<file path="src/rtl/result_uart_tx_pkg.sv">
// Shared types and line-level constants for the result UART transmitter.
package result_tx_pkg;

    typedef enum logic [2:0] {
        IDLE,
        START,
        DATA,
        PARITY,
        STOP
    } tx_state_e;

    localparam logic START_LEVEL = 1'b0;
    localparam logic STOP_LEVEL  = 1'b1;
    localparam int   DATA_BITS   = 8;

endpackage

</file>
<file path="src/rtl/uart_baud_gen.sv">
// Bit-period counter: emits a one-cycle tick on the last clock of every serial bit.
module uart_baud_gen #(
    parameter int CLKS_PER_BIT = 4
) (
    input  logic clk,
    input  logic reset_n,
    input  logic clear,
    output logic bit_tick
);

    localparam logic [7:0] TERMINAL = 8'(CLKS_PER_BIT - 1);

    logic [7:0] baud_cnt;

    // Held at zero while idle so the start bit always gets a full period.
    always_ff @(posedge clk) begin
        if (!reset_n || clear) begin
            baud_cnt <= '0;
        end else if (baud_cnt == TERMINAL) begin
            baud_cnt <= '0;
        end else begin
            baud_cnt <= baud_cnt + 8'd1;
        end
    end

    assign bit_tick = !clear && (baud_cnt == TERMINAL);

endmodule

</file>
<file path="src/rtl/result_uart_tx.sv">
// Snapshots the selected result byte and shifts it out as an 8-bit UART frame
// (optional even parity) on explicit request or when the byte changes.
module result_uart_tx
    import result_tx_pkg::*;
#(
    parameter int CLKS_PER_BIT = 4,
    parameter int PARITY_EN    = 0
) (
    input  logic                 clk,
    input  logic                 reset_n,
    input  logic [DATA_BITS-1:0] data_in,
    input  logic                 send,
    input  logic                 auto_en,
    output logic                 tx,
    output logic                 busy,
    output logic                 done
);

    if (CLKS_PER_BIT < 1 || CLKS_PER_BIT > 255) begin : g_bad_clks_per_bit
        $error("result_uart_tx: CLKS_PER_BIT must be within 1..255");
    end
    if (PARITY_EN < 0 || PARITY_EN > 1) begin : g_bad_parity_en
        $error("result_uart_tx: PARITY_EN must be 0 or 1");
    end

    localparam logic [2:0] LAST_BIT = 3'(DATA_BITS - 1);

    tx_state_e            state, state_n;
    logic [2:0]           bit_cnt, bit_cnt_n;
    logic [DATA_BITS-1:0] shift_reg, shift_n;
    logic [DATA_BITS-1:0] last_sent, last_sent_n;
    logic                 tx_n, busy_n, done_n;
    logic                 req, bit_tick, baud_clear;

    assign req        = send | (auto_en & (data_in != last_sent));
    assign baud_clear = (state == IDLE);

    uart_baud_gen #(
        .CLKS_PER_BIT(CLKS_PER_BIT)
    ) u_baud_gen (
        .clk     (clk),
        .reset_n (reset_n),
        .clear   (baud_clear),
        .bit_tick(bit_tick)
    );

    always_ff @(posedge clk) begin
        if (!reset_n) begin
            state     <= IDLE;
            bit_cnt   <= '0;
            shift_reg <= '0;
            last_sent <= '0;
            tx        <= STOP_LEVEL;
            busy      <= 1'b0;
            done      <= 1'b0;
        end else begin
            state     <= state_n;
            bit_cnt   <= bit_cnt_n;
            shift_reg <= shift_n;
            last_sent <= last_sent_n;
            tx        <= tx_n;
            busy      <= busy_n;
            done      <= done_n;
        end
    end

    // Next-state logic computes the registered line value for the coming cycle.
    always_comb begin
        state_n     = state;
        bit_cnt_n   = bit_cnt;
        shift_n     = shift_reg;
        last_sent_n = last_sent;
        tx_n        = tx;
        busy_n      = busy;
        done_n      = 1'b0;
        unique case (state)
            IDLE: begin
                tx_n   = STOP_LEVEL;
                busy_n = 1'b0;
                if (req) begin
                    shift_n     = data_in;
                    last_sent_n = data_in;
                    state_n     = START;
                    tx_n        = START_LEVEL;
                    busy_n      = 1'b1;
                end
            end
            START: begin
                if (bit_tick) begin
                    state_n   = DATA;
                    bit_cnt_n = '0;
                    tx_n      = shift_reg[0];
                end
            end
            DATA: begin
                if (bit_tick) begin
                    if (bit_cnt == LAST_BIT) begin
                        // last_sent still holds the snapshot, so parity comes from it.
                        if (PARITY_EN != 0) begin
                            state_n = PARITY;
                            tx_n    = ^last_sent;
                        end else begin
                            state_n = STOP;
                            tx_n    = STOP_LEVEL;
                        end
                    end else begin
                        bit_cnt_n = bit_cnt + 3'd1;
                        shift_n   = shift_reg >> 1;
                        tx_n      = shift_reg[1];
                    end
                end
            end
            PARITY: begin
                if (bit_tick) begin
                    state_n = STOP;
                    tx_n    = STOP_LEVEL;
                end
            end
            STOP: begin
                if (bit_tick) begin
                    state_n = IDLE;
                    tx_n    = STOP_LEVEL;
                    busy_n  = 1'b0;
                    done_n  = 1'b1;
                end
            end
            default: begin
                state_n = IDLE;
                tx_n    = STOP_LEVEL;
                busy_n  = 1'b0;
            end
        endcase
    end

endmodule

</file>
<file path="config.mk">
export PLATFORM = sky130hd
export DESIGN_NAME = result_uart_tx
export DESIGN_NICKNAME = d
export VERILOG_FILES = /design/src/rtl/result_uart_tx_pkg.sv /design/src/rtl/uart_baud_gen.sv /design/src/rtl/result_uart_tx.sv
export SDC_FILE = /design/constraint.sdc
export NUM_CORES = 1
export LEC_CHECK = 0
export ABC_CLOCK_PERIOD_IN_PS = 5600
export BUFFER_PORTS_ARGS = -buffer_cell sky130_fd_sc_hd__buf_2
export CORE_AREA = 2 2 55 77
export DETAILED_ROUTE_END_ITERATION = 16
export DIE_AREA = 0 0 57 79
export PLACE_DENSITY = 0.63
export SLEW_MARGIN = 5
export SYNTH_ARGS = -nofsm -noshare
export SYNTH_HDL_FRONTEND = slang
export SYNTH_SLANG_ARGS = --single-unit
</file>
<file path="constraint.sdc">
create_clock -name clk -period 5.6 [get_ports clk]
set_input_delay 1.12 -clock clk [delete_from_list [all_inputs] [get_ports clk]]
set_output_delay 1.12 -clock clk [all_outputs]
set_load 0.03 [all_outputs]
</file>
# After elaboration in Yosys (flattened, before gate mapping)
# Index checks and enable logic that the tools add are counted.
[totals]
elab_cells = 69
out_inout_bits = 3
in_bits = 12
ff_bits = 33
[classes]
mux = 24
bitwise_logic = 3
add_sub_neg = 2
reduce_logical = 17
n_eq_ne = 15
[ops]
columns = ["operator", "count"]
rows = [
  ["$mux 3", 8],
  ["$mux 8", 3],
  ["$pmux 8 s2", 1],
  ["$pmux 3 s5", 1],
  ["$ne 2x2->1 const B", 7],
  ["$add 8x1->8 const B", 1],
  ["$eq 8x2->1 const B", 1],
  ["$mux 1", 8],
  ["$ne 8x8->1", 1],
  ["$reduce_and 4->1", 2],
  ["$eq 3x2->1 const B", 2],
  ["$eq 3x3->1 const B", 2],
  ["$pmux 3 s2", 1],
  ["$reduce_and 2->1", 3],
  ["$reduce_and 6->1", 1],
  ["$pmux 1 s4", 1],
  ["$reduce_bool 2->1", 2],
  ["$reduce_or 2->1", 2],
  ["$add 3x1->3 const B", 1],
  ["$eq 3x1->1 const B", 1],
  ["$logic_not 3->1", 1],
  ["$pmux 1 s3", 1],
  ["$reduce_and 3->1", 1],
  ["$reduce_or 3->1", 1],
  ["other kinds (7)", 8],
]

# Longest topological paths before layout
[logic_depth]
ltp_word = 5
mapped_depth = 7
mapped_depth_nobuf = 7

# Hierarchy
# From an unflattened synthesis, not the netlist that was laid out.
[unflattened]
hier_cells = 182
hier_area_um2 = 1696.6
[modules_own_cells]
columns = ["mod", "cells_per_inst", "instances", "area_each_um2", "seq_area_each_um2"]
rows = [
  ["result_uart_tx", 142, 1, 1347.5, 500.5],
  ["uart_baud_gen", 40, 1, 349.1, 160.2],
]

# Worst setup path before layout
# No wires, ideal clock.
[synth_path]
path_kind = "input-to-reg"
startpoint = "input data_in[1]"
endpoint = "register shift_reg[7]"
path_slack_ps = 3215
path_buffers = 1
required_time_ps = 5528
cell_stages = 6
setup_ps = 72
arrival_time_ps = 2313
path_cell_list = "xor2_1 -> nor4_1 -> a21oi_1 -> clkbuf_1 -> nor2_1 -> mux2i_1"
[synth_between]
elab_chain_len = 5
[synth_rtl]
columns = ["item", "line_no", "source"]
rows = [
  ["start: declaration", "result_uart_tx.sv:11", "input logic [DATA_BITS-1:0] data_in,"],
  ["$ne 8x8->1", "result_uart_tx.sv:35", "assign req = send | (auto_en & (data_in != last_sent));"],
  ["$and 1x1->1", "result_uart_tx.sv:35", ""],
  ["$or 1x1->1", "result_uart_tx.sv:35", ""],
  ["$ne 2x2->1 (no source line)", "n/a", ""],
  ["$reduce_and 4->1 (no source line)", "n/a", ""],
  ["end signal: assignment", "result_uart_tx.sv:59", "shift_reg <= shift_n;"],
  ["end: declaration", "result_uart_tx.sv:30", "logic [DATA_BITS-1:0] shift_reg, shift_n;"],
]
# Every way passes these cells.
# A chain may end at the register's enable or synchronous reset.

# Worst setup path in the final report
[layout_path]
startpoint = "input data_in[3]"
endpoint = "register state[0]"
[layout_between]
elab_chain_len = 5
[layout_rtl]
columns = ["item", "line_no", "source"]
rows = [
  ["$ne 8x8->1", "result_uart_tx.sv:35", ""],
  ["$and 1x1->1", "result_uart_tx.sv:35", ""],
  ["$or 1x1->1", "result_uart_tx.sv:35", ""],
  ["$ne 2x2->1 (no source line)", "n/a", ""],
  ["$reduce_and 6->1 (no source line)", "n/a", ""],
  ["end signal: assignment", "result_uart_tx.sv:57", "state <= state_n;"],
  ["end: declaration", "result_uart_tx.sv:28", "tx_state_e state, state_n;"],
]
# Every way passes these cells.

==> results.py <==
metrics = {
    "worst_setup_path": {
        "reg2reg_depth": 5,
        "r2r-start": "state[2]$_SDFFE_PN0P_",
        "cpPeakStageDelay_ns": 0.98,
        "crit_arrival_ns": 3.27,
        "crit_chain": "buf_2 -> xor2_1 -> nor4_1 -> a21oi_1 -> a21oi_1 -> a211oi_1",
        "r2r-end": "state[0]$_SDFFE_PN0P_",
        "reg2reg_slack_ns": 3.04,
        "crit_family": "compound AO/OA/AOI/OAI gates",
        "crit_top_cell": "a21oi_1",
        "worstSetupStartpointType": "input port",
        "crit_path_end_kind": "flop",
        "cp_max_fo": 16,
        "required_ns": 5.71,
        "critPathLaunch": "data_in[3]",
        "cpMaxStageDelayCell": "a21oi_1",
        "crit_path_end": "state[0]$_SDFFE_PN0P_",
        "crit_type": "input port to flop",
        "cp.depth": 6,
        "worst-path-buf-inv": 1,
    },
    "route": {
        "routed_wl_um": 3193,
        "drc": 0,
        "ant_nets": 0,
        "wl_per_cell_um": 12.82,
        "drt-initial-drc-count": 37,
        "dr_total_vias": 1338,
        "drt-pass1-iter-count": 4,
        "viasPerCell": 5.373,
    },
    "yosys": {
        "synth_top_area_share": 0.3982,
        "yosysMostFrequentCell": "dfxtp_1",
        "netlist_top_cells_count": "33 x dfxtp_1, 24 x nand2_1, 18 x nor2_1",
        "synthTopCellsByArea": "dfxtp_1 40%, mux2i_1 9.7%, xor2_1 5.8%",
        "ys_seq_area_frac": 0.3982,
        "synthMuxAreaShare": 0.09653,
        "yosys.area_share.adder": 0.02262,
        "synth_edf_count": 0,
        "post_synth_num_cell_types": 39,
        "synth.avg_cell_area_um2": 8.596,
        "yosys_register_bits": 33,
        "synthCells": 193,
        "syn_area_um2": 1659,
        "yosysTopAreaCell": "dfxtp_1",
        "synth_flop_cell": "dfxtp_1",
        "yosys.area_share.simple": 0.2655,
        "synth_top_family_by_area": "simple AND/OR/NAND/NOR gates",
        "syn_nets": 208,
        "synth-xor-area-share": 0.07391,
        "synth_compound_area_frac": 0.1071,
        "async_reset_ff_frac": 0,
        "synth_warnings": 0,
    },
    "sta": {
        "worst_pin_slew_ns": 1.128,
        "fmax_mhz": 316.7,
        "rsz0062_at_grt": "false",
        "fin_crit_sh": 0.5638,
        "hold_viol_final": 0,
        "slew_viol_final": 0,
        "tns_ns": 0,
        "slew_headroom": 0.2483,
        "holdWs_ns": 0.4592,
        "finalSetupViolations": 0,
        "skew_ns": 0.003644,
        "min_period_ns": 3.157,
    },
    "worst_hold_path": {
        "min_path_type": "flop to flop",
    },
    "pwr": {
        "p_leak_nw": 0.7664,
        "power_density_nw_per_um2": 281.8,
        "ir_drop_mv": 0.2041,
    },
    "layout": {
        "syn_to_final_growth_pct": 11.09,
        "final_cells": 249,
        "fin_nets": 220,
        "antenna_cells": 0,
        "post_route_cells_drive_above_1_share": 0.1456,
    },
    "floorplanning": {
        "die_x_um": 57,
        "fp.dieH_um": 79,
        "io_pins": 15,
        "num_rows": 27,
        "fp.dieArea_um2": 4503,
        "start_util": 0.4308,
        "core_um2": 3851,
    },
    "placement": {
        "io_buffers": 14,
        "finalWeightedCongestion": 0.7563,
        "dp_cells": 241,
        "post-dp-hpwl_um": 2381,
    },
    "global_route": {
        "grt.overflow.total": 0,
        "grt_pass1_wl_um": 5561,
        "grt_max_degree": 23,
        "track_usage": 0.1580,
        "grt_pass1_vias": 1269,
        "antenna_found_initial": 0,
    },
    "cts": {
        "cts.sinks": 33,
        "clk_pin_slew_ns": 0.07,
        "cts.htree.levels": 2,
        "cts_tree": "done",
        "post_cts_buffers": 0,
        "cts_made_buffers": 5,
        "cts-hold-fix-buffers": 0,
        "clock-root-buffer": "clkbuf_8",
        "clk_path_buf_depth": 2,
        "ctsResizeCount": 0,
        "clkLatencyLatePin_ns": 0.28,
    },
    "run": {
        "drv_cap": 0,
    },
    "outcome": {
        "status": "finished clean",
    },
}
-- stage by stage --
step            power, W  area, um2    util  setup WS [ns]
6_report       0.0005195       1843  0.4786          2.443
5_1_grt        0.0005464       1843  0.4786          2.249
4_1_cts        0.0005277       1843  0.4786          2.436
3_5_place_dp   0.0003307       1742  0.4522          2.128
3_3_place_gp   0.0003306       1742  0.4522          2.218
2_1_floorplan  0.0003135       1659       -          3.215
-- worst min-delay path by stage --
stage                                       from  cells after the start  slack [ns]                                 to
6_report                 bit_cnt[1]$_SDFFE_PN0P_                      2        0.46            bit_cnt[1]$_SDFFE_PN0P_
5_1_grt                  bit_cnt[1]$_SDFFE_PN0P_                      2        0.48            bit_cnt[1]$_SDFFE_PN0P_
4_1_cts                  bit_cnt[1]$_SDFFE_PN0P_                      2        0.46            bit_cnt[1]$_SDFFE_PN0P_
3_5_place_dp             bit_cnt[1]$_SDFFE_PN0P_                      2        0.45            bit_cnt[1]$_SDFFE_PN0P_
3_3_place_gp             bit_cnt[2]$_SDFFE_PN0P_                      2        0.45            bit_cnt[2]$_SDFFE_PN0P_
2_1_floorplan  u_baud_gen.baud_cnt[0]$_SDFF_PP0_                      1        0.43  u_baud_gen.baud_cnt[0]$_SDFF_PP0_
-- cell families after synthesis --
logic type / count (synthesis)
fa+ha+maj: 3
xor+xnor: 14
flops: 33
compound gates: 28
buf+inv: 14
simple gates: 85
mux: 16
-- routing by layer --
| metal | up-vias | global-route usage | routed length, um | share of wire |
|---|---|---|---|---|
| li1 | 695 | - | - | - |
| met1 | 621 | 0.1707 | 1331 | 0.42 |
| met2 | 16 | 0.2874 | 1704 | 0.53 |
| met3 | 6 | 0.04560 | 107 | 0.034 |
| met4 | 0 | 0.05581 | 50 | 0.016 |
| met5 | - | 0 | 0 | 0 |
-- worst register-to-register path, cell delays in order, from the launching register on --
cell	delay [ns]
dfxtp_1	0.43
nor3_2	0.34
nand2_1	0.10
a21oi_1	0.80
a21oi_1	0.49
a211oi_1	0.32
-- cell type report --
| class | instances | area (um2) |
|---|---|---|
| multi-input cells | 146 | 938.4 |
| repair buffers | 14 | 70.07 |
| flip-flops and latches | 33 | 660.6 |
| clock inverters | 1 | 5.005 |
| inverters | 5 | 18.77 |
| well taps | 43 | 53.80 |
| fillers | 410 | 2008 |
| clock buffers | 7 | 96.34 |
-- layout by cell type (no fill, tap or decap), types with 3 or more instances in the layout --
| cell | synthesis | final |
|---|---|---|
| xor2_1 | 11 | 11 |
| o21ai_0 | 8 | 8 |
| nor3b_1 | 6 | 6 |
| nor3_1 | 10 | 10 |
| nand3_1 | 9 | 9 |
| nor4_1 | 4 | 4 |
| inv_1 | 5 | 5 |
| ha_1 | 3 | 3 |
| nand2_1 | 24 | 24 |
| a21oi_1 | 9 | 9 |
| xnor2_1 | 3 | 3 |
| clkbuf_8 | 0 | 7 |
| nor2_1 | 18 | 18 |
| buf_2 | 3 | 14 |
| dfxtp_1 | 33 | 33 |
| mux2i_1 | 16 | 16 |
-- where the power goes --
group	leakage [nW]	total (W)	switching [W]	internal, W
clock	0.0542	0.000195	0.0000836	0.000111
sequential	0.271	0.000260	0.0000104	0.000249
combinational	0.441	0.0000651	0.0000376	0.0000275
No activity file was read; power rests on OpenSTA's default activity.
